$ cat src/rtl/riscv_pkg.sv
// Shared processor-side types; the data cache takes its controller FSM encoding from here.
package riscv_pkg;

    typedef enum logic [1:0] {
        IDLE  = 2'd0,
        FILL  = 2'd1,
        WRITE = 2'd2
    } dcache_state_t;

endpackage

$ cat src/rtl/dcache_responder_if.sv
// Cache-to-memory request bus: the cache is master, the data memory is slave.
interface dcache_responder_if #(
    parameter int NBITS = 8
) ();
    // Handshake: master raises mem_req with mem_we/mem_addr/mem_wdata stable and holds
    // them until the slave answers with a one-cycle mem_ack (mem_rdata valid with it);
    // mem_req drops the cycle after mem_ack.
    logic             mem_req;
    logic             mem_we;
    logic [NBITS-1:0] mem_addr;
    logic [NBITS-1:0] mem_wdata;
    logic [NBITS-1:0] mem_rdata;
    logic             mem_ack;

    modport master (
        output mem_req, mem_we, mem_addr, mem_wdata,
        input  mem_rdata, mem_ack
    );

    modport slave (
        input  mem_req, mem_we, mem_addr, mem_wdata,
        output mem_rdata, mem_ack
    );
endinterface

$ cat src/rtl/dcache_array.sv
// Valid/tag/data storage for a direct-mapped, one-word-per-line cache.
module dcache_array #(
    parameter  int NBITS  = 8,
    parameter  int NLINES = 4,
    localparam int IDXW   = $clog2(NLINES),
    localparam int TAGW   = NBITS - IDXW
) (
    input  logic             clock,
    input  logic             reset,
    input  logic [IDXW-1:0]  rd_index,
    output logic             rd_valid,
    output logic [TAGW-1:0]  rd_tag,
    output logic [NBITS-1:0] rd_data,
    input  logic             wr_en,
    input  logic [IDXW-1:0]  wr_index,
    input  logic [TAGW-1:0]  wr_tag,
    input  logic [NBITS-1:0] wr_data
);
    logic [NLINES-1:0] valid;
    logic [TAGW-1:0]   tags  [NLINES];
    logic [NBITS-1:0]  words [NLINES];

    assign rd_valid = valid[rd_index];
    assign rd_tag   = tags[rd_index];
    assign rd_data  = words[rd_index];

    // Only valid bits need clearing; tag/data are don't-care while invalid.
    always_ff @(posedge clock) begin
        if (reset) begin
            valid <= '0;
        end else if (wr_en) begin
            valid[wr_index] <= 1'b1;
        end
    end

    always_ff @(posedge clock) begin
        if (wr_en) begin
            tags[wr_index]  <= wr_tag;
            words[wr_index] <= wr_data;
        end
    end
endmodule

$ cat src/rtl/dcache_responder.sv
// Direct-mapped write-through data cache: answers controller loads/stores, stalls via busy,
// and fills/writes through to data memory over the req/ack bus.
module dcache_responder
    import riscv_pkg::*;
#(
    parameter int NBITS   = 8,
    parameter int NLINES  = 4,
    parameter int CNTBITS = 16
) (
    input  logic                clock,
    input  logic                reset,
    input  logic                MemRead,
    input  logic                MemWrite,
    input  logic [NBITS-1:0]    address,
    input  logic [NBITS-1:0]    WriteData,
    output logic [NBITS-1:0]    ReadData,
    output logic                busy,
    dcache_responder_if.master  mem,
    output logic [CNTBITS-1:0]  hit_count,
    output logic [CNTBITS-1:0]  miss_count,
    output dcache_state_t       dbg_state
);
    localparam int IDXW = $clog2(NLINES);
    localparam int TAGW = NBITS - IDXW;
    localparam logic [CNTBITS-1:0] CNT_ONE = CNTBITS'(1);

    dcache_state_t    state;
    logic             fill_done;
    logic [IDXW-1:0]  req_index;
    logic [TAGW-1:0]  req_tag;
    logic [IDXW-1:0]  fill_index;
    logic [TAGW-1:0]  fill_tag;
    logic             line_valid;
    logic [TAGW-1:0]  line_tag;
    logic [NBITS-1:0] line_data;
    logic             tag_hit;
    logic             read_hit;
    logic             arr_we;
    logic [IDXW-1:0]  arr_index;
    logic [TAGW-1:0]  arr_tag;
    logic [NBITS-1:0] arr_data;

    assign req_index  = address[IDXW-1:0];
    assign req_tag    = address[NBITS-1:IDXW];
    assign fill_index = mem.mem_addr[IDXW-1:0];
    assign fill_tag   = mem.mem_addr[NBITS-1:IDXW];

    dcache_array #(
        .NBITS  (NBITS),
        .NLINES (NLINES)
    ) u_array (
        .clock    (clock),
        .reset    (reset),
        .rd_index (req_index),
        .rd_valid (line_valid),
        .rd_tag   (line_tag),
        .rd_data  (line_data),
        .wr_en    (arr_we),
        .wr_index (arr_index),
        .wr_tag   (arr_tag),
        .wr_data  (arr_data)
    );

    assign tag_hit   = line_valid && (line_tag == req_tag);
    assign read_hit  = !reset && (state == IDLE) && MemRead && !MemWrite && tag_hit;
    assign ReadData  = read_hit ? line_data : '0;
    assign dbg_state = state;

    always_comb begin
        busy = 1'b0;
        if (!reset) begin
            case (state)
                IDLE:    busy = MemWrite || (MemRead && !tag_hit);
                FILL:    busy = 1'b1;
                WRITE:   busy = !mem.mem_ack;
                default: busy = 1'b0;
            endcase
        end
    end

    // Single array write port: store hits update in IDLE, fills land from the latched address.
    always_comb begin
        arr_we    = 1'b0;
        arr_index = req_index;
        arr_tag   = req_tag;
        arr_data  = WriteData;
        if (!reset) begin
            if (state == IDLE && MemWrite && tag_hit) begin
                arr_we = 1'b1;
            end else if (state == FILL && mem.mem_ack) begin
                arr_we    = 1'b1;
                arr_index = fill_index;
                arr_tag   = fill_tag;
                arr_data  = mem.mem_rdata;
            end
        end
    end

    always_ff @(posedge clock) begin
        if (reset) begin
            state         <= IDLE;
            fill_done     <= 1'b0;
            mem.mem_req   <= 1'b0;
            mem.mem_we    <= 1'b0;
            mem.mem_addr  <= '0;
            mem.mem_wdata <= '0;
            hit_count     <= '0;
            miss_count    <= '0;
        end else begin
            fill_done <= 1'b0;
            case (state)
                IDLE: begin
                    if (MemWrite) begin
                        state         <= WRITE;
                        mem.mem_req   <= 1'b1;
                        mem.mem_we    <= 1'b1;
                        mem.mem_addr  <= address;
                        mem.mem_wdata <= WriteData;
                    end else if (MemRead) begin
                        if (tag_hit) begin
                            // The replay right after a fill is the missed load completing.
                            if (!fill_done) begin
                                hit_count <= hit_count + CNT_ONE;
                            end
                        end else begin
                            state        <= FILL;
                            mem.mem_req  <= 1'b1;
                            mem.mem_we   <= 1'b0;
                            mem.mem_addr <= address;
                            miss_count   <= miss_count + CNT_ONE;
                        end
                    end
                end
                FILL: begin
                    if (mem.mem_ack) begin
                        state       <= IDLE;
                        mem.mem_req <= 1'b0;
                        fill_done   <= 1'b1;
                    end
                end
                WRITE: begin
                    if (mem.mem_ack) begin
                        state       <= IDLE;
                        mem.mem_req <= 1'b0;
                        mem.mem_we  <= 1'b0;
                    end
                end
                default: state <= IDLE;
            endcase
        end
    end
endmodule
$ cat src/flat_wrapper.sv
// flat-port wrapper written by rule: the top's interface ports become plain ports
module dcache_responder_flat import riscv_pkg::*;
#(
    parameter int NBITS   = 8,
    parameter int NLINES  = 4,
    parameter int CNTBITS = 16
)
  (clock, reset, MemRead, MemWrite, address, WriteData, ReadData, busy, hit_count, miss_count, dbg_state, mem_mem_req, mem_mem_we, mem_mem_addr, mem_mem_wdata, mem_mem_rdata, mem_mem_ack);
  dcache_responder_if #(.NBITS(NBITS)) mem_i ();
  input  logic clock;
  input  logic reset;
  input  logic MemRead;
  input  logic MemWrite;
  input  logic [NBITS-1:0] address;
  input  logic [NBITS-1:0] WriteData;
  output logic [NBITS-1:0] ReadData;
  output logic busy;
  output logic [CNTBITS-1:0] hit_count;
  output logic [CNTBITS-1:0] miss_count;
  output dcache_state_t dbg_state;
  output wire logic [$bits(mem_i.mem_req)-1:0] mem_mem_req;
  output wire logic [$bits(mem_i.mem_we)-1:0] mem_mem_we;
  output wire logic [$bits(mem_i.mem_addr)-1:0] mem_mem_addr;
  output wire logic [$bits(mem_i.mem_wdata)-1:0] mem_mem_wdata;
  input wire logic [$bits(mem_i.mem_rdata)-1:0] mem_mem_rdata;
  input wire logic [$bits(mem_i.mem_ack)-1:0] mem_mem_ack;
  assign mem_mem_req = mem_i.mem_req;
  assign mem_mem_we = mem_i.mem_we;
  assign mem_mem_addr = mem_i.mem_addr;
  assign mem_mem_wdata = mem_i.mem_wdata;
  assign mem_i.mem_rdata = mem_mem_rdata;
  assign mem_i.mem_ack = mem_mem_ack;
  dcache_responder #(.NBITS(NBITS), .NLINES(NLINES), .CNTBITS(CNTBITS)) u_core (.clock(clock), .reset(reset), .MemRead(MemRead), .MemWrite(MemWrite), .address(address), .WriteData(WriteData), .ReadData(ReadData), .busy(busy), .mem(mem_i), .hit_count(hit_count), .miss_count(miss_count), .dbg_state(dbg_state));
endmodule
$ cat config.mk
export PLATFORM = sky130hd
export DESIGN_NAME = dcache_responder_flat
export DESIGN_NICKNAME = d
export VERILOG_FILES = /design/src/rtl/riscv_pkg.sv /design/src/rtl/dcache_responder_if.sv /design/src/rtl/dcache_array.sv /design/src/rtl/dcache_responder.sv /design/src/flat_wrapper.sv
export SDC_FILE = /design/constraint.sdc
export NUM_CORES = 1
export LEC_CHECK = 0
export ABC_AREA = 1
export BUFFER_PORTS_ARGS = -buffer_cell sky130_fd_sc_hd__buf_2
export CORE_ASPECT_RATIO = 0.5
export CORE_MARGIN = 10
export CORE_UTILIZATION = 40
export CTS_CLUSTER_SIZE = 14
export DETAILED_ROUTE_END_ITERATION = 10
export PLACE_DENSITY = 0.69
export SKIP_LAST_GASP = 1
export SYNTH_ARGS = -nofsm -noshare
export SYNTH_HDL_FRONTEND = slang
export SYNTH_SLANG_ARGS = --single-unit
$ cat constraint.sdc
create_clock -name clock -period 8.15 [get_ports clock]
set_clock_uncertainty 0.15 [all_clocks]
set_input_delay 1.63 -clock clock [delete_from_list [all_inputs] [get_ports clock]]
set_output_delay 1.63 -clock clock [all_outputs]
set_load 0.1 [all_outputs]
# Yosys cells after proc, flatten, opt, wreduce, memory -nomap -nowiden
# Memory sizes are Yosys's and may differ from the RTL's.
# Cells that the tools add are included.
# W data, S select, Z words.
# totals
mem_bits_rw,56
n_memories,2
inputBits,29
reg_bits,57
# classes
n_lt_le_gt_ge,3
n_reduce_logical,28
n_addsub,2
n_bitwise,5
n_mux,39
n_eq_ne,8
# mem_list
name,depth,width,read_ports,rd_ports_with_merged_regs,wr,line_no,source
u_core.u_array.words,4,8,1,0,1,dcache_array.sv:21,logic [NBITS-1:0] words [NLINES];
u_core.u_array.tags,4,6,1,0,1,dcache_array.sv:20,logic [TAGW-1:0] tags [NLINES];
# ops
cell,n
$mux W8,7
$add A16 B1 Y16 const B,2
$mux W6,3
$mux W1,16
$mux W2,7
$reduce_and A4 Y1,3
$logic_and A1 B1 Y1,10
$eq A6 B6 Y1,1
$lt A2 B3 Y1 const B,2
$ne A3 B3 Y1 const B,2
$reduce_and A3 Y1,2
$reduce_bool A2 Y1,3
$reduce_and A5 Y1,1
$logic_not A1 Y1,4
$ne A2 B2 Y1 const B,2
$not A1 Y1,4
$or A4 B4 Y4,1
$pmux W1 S2,2
$pmux W2 S2,1
$reduce_or A2 Y1,2
$pmux W1 S3,1
$bmux W1 S2,1
$demux W1 S2,1
$eq A2 B1 Y1 const B,1
6 further kinds,6

# Depth between registers and ports, before layout
# logic_depth
depth_word,11
depth_mapped,18
mapped_depth_nobuf,16

# Hierarchy
# From an unflattened synthesis, not the netlist that was laid out.
# unflattened
hier_cells,749
hier_area_um2,5675.4
# by_module_without_submodules
module,area_each_um2,cells_each,n_inst
dcache_responder,3134.3,498,1
dcache_array,2541.2,251,1

# Worst setup path before layout
# No wires, ideal clock.
# synth_timing
kind,input -> output
start,input port address[1]
end,output port ReadData[0]
arrival_time_ps,4282
cell_stages,10
t_required_ps,6370
n_path_buf,2
path_slack_ps,2088
path_cell_list,buf_2 > buf_2 > nand3_1 > nand3_1 > nand2_1 > nor2_1 > nand2_2 > nor2_8 > nand4_1 > a21oi_1
# synth_via
elab_chain_cells,5
# synth_rtl
element,line_no,source
from (decl),flat_wrapper.sv:14,input logic [NBITS-1:0] address;
$mem_v2 Z4 W6 / $bmux W1 S2 (equally long branches),-,
$eq A6 B6 Y1 / $mux W1 (equally long branches),"dcache_responder.sv:64, dcache_array.sv:23",
$logic_and A1 B1 Y1,dcache_responder.sv:64,assign tag_hit = line_valid && (line_tag == req_tag);
$logic_and A1 B1 Y1,dcache_responder.sv:65,assign read_hit = !reset && (state == IDLE) && MemRead && !MemWrite && tag_hit;
$mux W8 *,dcache_responder.sv:66,assign ReadData = read_hit ? line_data : '0;
to (decl),flat_wrapper.sv:16,output logic [NBITS-1:0] ReadData;
# Every way passes the cells marked *; elsewhere a longest branch is shown, timed or not. The select of a mux whose other input is x is not followed.

# Worst setup path in the final report
# layout_timing
start,input port address[0]
end,output port ReadData[0]
# Same word-level chain as after synthesis.

==> metrics.md <==
| Metric | Value |
|---|---|
| Clk pin slew, worst setup/hold paths | 0.05 ns |
| CTS tree | yes |
| Final number of setup-violating endpoints | 0 |
| Hpwl dp | 8860 um |
| Post-route ant nets | 0 |
| DRC | 0 |
| Pwr Density | 253 nW/um^2 |
| Worst Hold Launch | u_core.mem.mem_req |
| Root buffer selected by CTS | clkbuf_16 |
| Adder-cell share of the synthesized area | 1.47% |
| Yosys warning total | 0 |
| RR Endpoint | u_core.u_array.words[0][4] |
| TritonCTS buffer count | 17 |
| Full die area | 18,000 um^2 |
| Leak pwr | 0.00272 uW |
| Setup Fix Bufs, Post-CTS | 0 |
| H-tree levels | 4 |
| R2r setup slk | 4.97 ns |
| Tot GR Track Use | 14.0% |
| Initial drt markers | 288 |
| Vias | 4,261 |
| Vias/cell | 4.93 |
| Syn_nets | 628 |
| Core Region | 12,600 um^2 |
| Max cap viols | 0 |
| Worst-margin pin slew | 0.667 ns |
| Fin. Hold Viols | 0 |
| RSZ-0062 raised after global routing | no |
| Rows | 29 |
| Rel. slew slack | 55.5% |
| Vias in the first global route | 4,154 |
| Type of the most critical hold path | reg -> reg |
| Worst-Skew Late Latency | 0.41 ns |
| FMAX | 159 MHz |
| Final GP Congestion | 0.838 |
| Commonest cells after routing, fill and taps aside | nand2_1 (107), buf_2 (89), nor2_1 (83) |
| Layout fillers | 1,197 |
| I/O Pins | 90 |
| Crit path from | address[0] |
| Main combinational cell family by area after synthesis | simple AND/OR/NAND/NOR gates |
| Hold EP | u_core.mem.mem_req |
| TritonRoute pass-1 iters | 5 |
| Antenna cell count | 0 |
| Post-CTS Hold Fix Bufs | 0 |
| CTS Buffer Depth | 2 |
| Final Slew Violations | 0 |
| Yosys cell types | 33 |
| First-pass GRT wire length | 20,700 um |
| Initial core utilization | 40.7% |
| Layout area overhead | 22.6% |
| WHS Path Cells | 2 |
| Die span in y | 100 um |
| Crit path kind | in -> out |
| Worst Reg-to-Reg Cells | 10 |
| VDD IR max | 0.126 mV |
| Port Buf Inserts | 89 |
| Worst EP arrival | 4.50 ns |
| Min Tclk post-route | 6.28 ns |
| Setup TNS | 0 ns |
| Die Wd | 180 um |
| Smallest hold slack | 0.291 ns |
| Avg Cell Area, Syn | 8.64 um^2 |
| Synth Register Bits | 113 |
| Simple-gate share of the synthesized area | 23.4% |
| Synth Area in XOR/XNOR | 1.37% |
| Gate Count Post-Synth | 593 |
| Post-CTS sizing | 0 |
| Initial antenna violation count | 0 |
| Synth Area in Compound Gates | 10.1% |
| R2r startpoint | u_core.dbg_state[0] |
| # nets final | 718 |
| GRT overflow | 0 |
| Netlist Area Pre-Place | 5120 um^2 |
| Register area share after synthesis | 55.1% |
| Count of clock tree sinks | 113 |
| Status | complete, no violations |
| Fraction of layout instances using a drive strength above 1 | 21.0% |
| Startpoint Class | input port |
| CP required | 6.37 ns |
| Final wirelength | 12,900 um |
| Most common cell after layout, fill and taps aside | nand2_1 |
| CP Capture Type | output pin |
| Pin count of the biggest net entering global routing | 44 |
| Critical Path Fanout Max | 32 |
| WL/cell | 14.9 um |
| Multiplexer area fraction after synthesis | 2.20% |
| Crit share post-route | 77.0% |
cell families (layout without fill, tap and decap cells):
| kind of cell | after synthesis | after routing |
|---|---|---|
| buf+inv | 83 | 185 |
| simple gates | 272 | 272 |
| xor+xnor | 8 | 8 |
| mux | 10 | 10 |
| fa+ha+maj | 6 | 6 |
| compound gates | 101 | 101 |
| flops | 113 | 113 |
critical path: stages:
cell	delay, ns
buf_2	0.47
inv_2	0.40
nand2_1	0.15
nand3_1	0.11
nand3_1	0.12
nand2_1	0.05
nor2_1	0.14
nand2_2	0.11
nor2_8	0.19
nand4_1	0.38
a21oi_1	0.28
buf_2	0.46
power by group:
group / switching, uW / internal [uW]
clock network: 251 / 474
logic: 195 / 44.9
registers: 10.6 / 617
total: 456 / 1140
how the worst max path moves through the flow:
stage | slack [ns] | to | depth (start not counted)
global placement | 1.95 | ReadData[5] | 12
CTS | 1.87 | ReadData[5] | 12
finish | 1.87 | ReadData[0] | 12
global route | 1.58 | ReadData[5] | 12
floorplan | 2.09 | ReadData[0] | 10
detailed placement | 1.87 | ReadData[5] | 12
synth_stat cells:
master	instances	area, um^2
inv_1	59	221
xor2_1	7	61.3
nand4_1	6	37.5
a21oi_1	45	225
nor3_1	12	60.1
nand3b_1	1	7.51
o21ai_0	50	250
buf_6	1	11.3
or2_2	1	6.26
and3_1	1	6.26
mux2_2	10	113
dfxtp_1	57	1140
o211ai_1	1	7.51
nor3b_1	4	30.0
nor2_8	1	20.0
nor2_2	3	18.8
ha_1	6	75.1
nand3_2	1	10.0
buf_2	9	45.0
nand2_1	107	402
clkbuf_1	11	41.3
o21ai_1	1	5.00
xnor2_1	1	8.76
nand2_4	1	11.3
nand2_2	4	25.0
o21bai_1	2	15.0
nand3_1	42	210
inv_2	3	11.3
nor2_1	83	312
nor2_4	2	22.5
nor4_1	3	18.8
edfxtp_1	56	1680
a31oi_1	2	12.5
per-stage QoR:
stage | cell area (um^2) | total power (uW) | utilization [%] | instances | worst slack [ns]
2_1_floorplan | 5120 | 832 | - | 593 | 2.09
3_3_place_gp | 5710 | 877 | 45.3 | 834 | 1.95
3_5_place_dp | 5710 | 879 | 45.3 | 834 | 1.87
4_1_cts | 6280 | 1610 | 49.9 | 865 | 1.87
5_1_grt | 6280 | 1650 | 49.9 | 865 | 1.58
6_report | 6280 | 1590 | 49.9 | 865 | 1.87
flip-flops by register name, summed over array words and instances, names as in the netlist, 2 cells and up:
register	cells
u_core.hit_count	16
u_core.mem.mem_addr	8
u_core.u_array.tags	24
u_core.u_array.valid	4
u_core.miss_count	16
u_core.dbg_state	2
u_core.mem.mem_wdata	8
u_core.u_array.words	32
area by class of cell:
type | count | area (um^2) | area share (%)
well taps | 170 | 213 | 3.39
repair buffers | 92 | 468 | 7.45
multi-input cells | 397 | 1970 | 31.4
clock buffers | 19 | 433 | 6.89
clock inverters | 12 | 143 | 2.27
flip-flops and latches | 113 | 2820 | 44.9
inverters | 62 | 233 | 3.70
layer usage:
layer	routed length, um	vias to the layer above	global-route usage (%)
li1	-	2155	-
met1	5690	2001	16.1
met2	6420	94	24.7
met3	606	11	3.70
met4	137	0	5.20
met5	0	-	0
(Power assumes the default switching activity.)
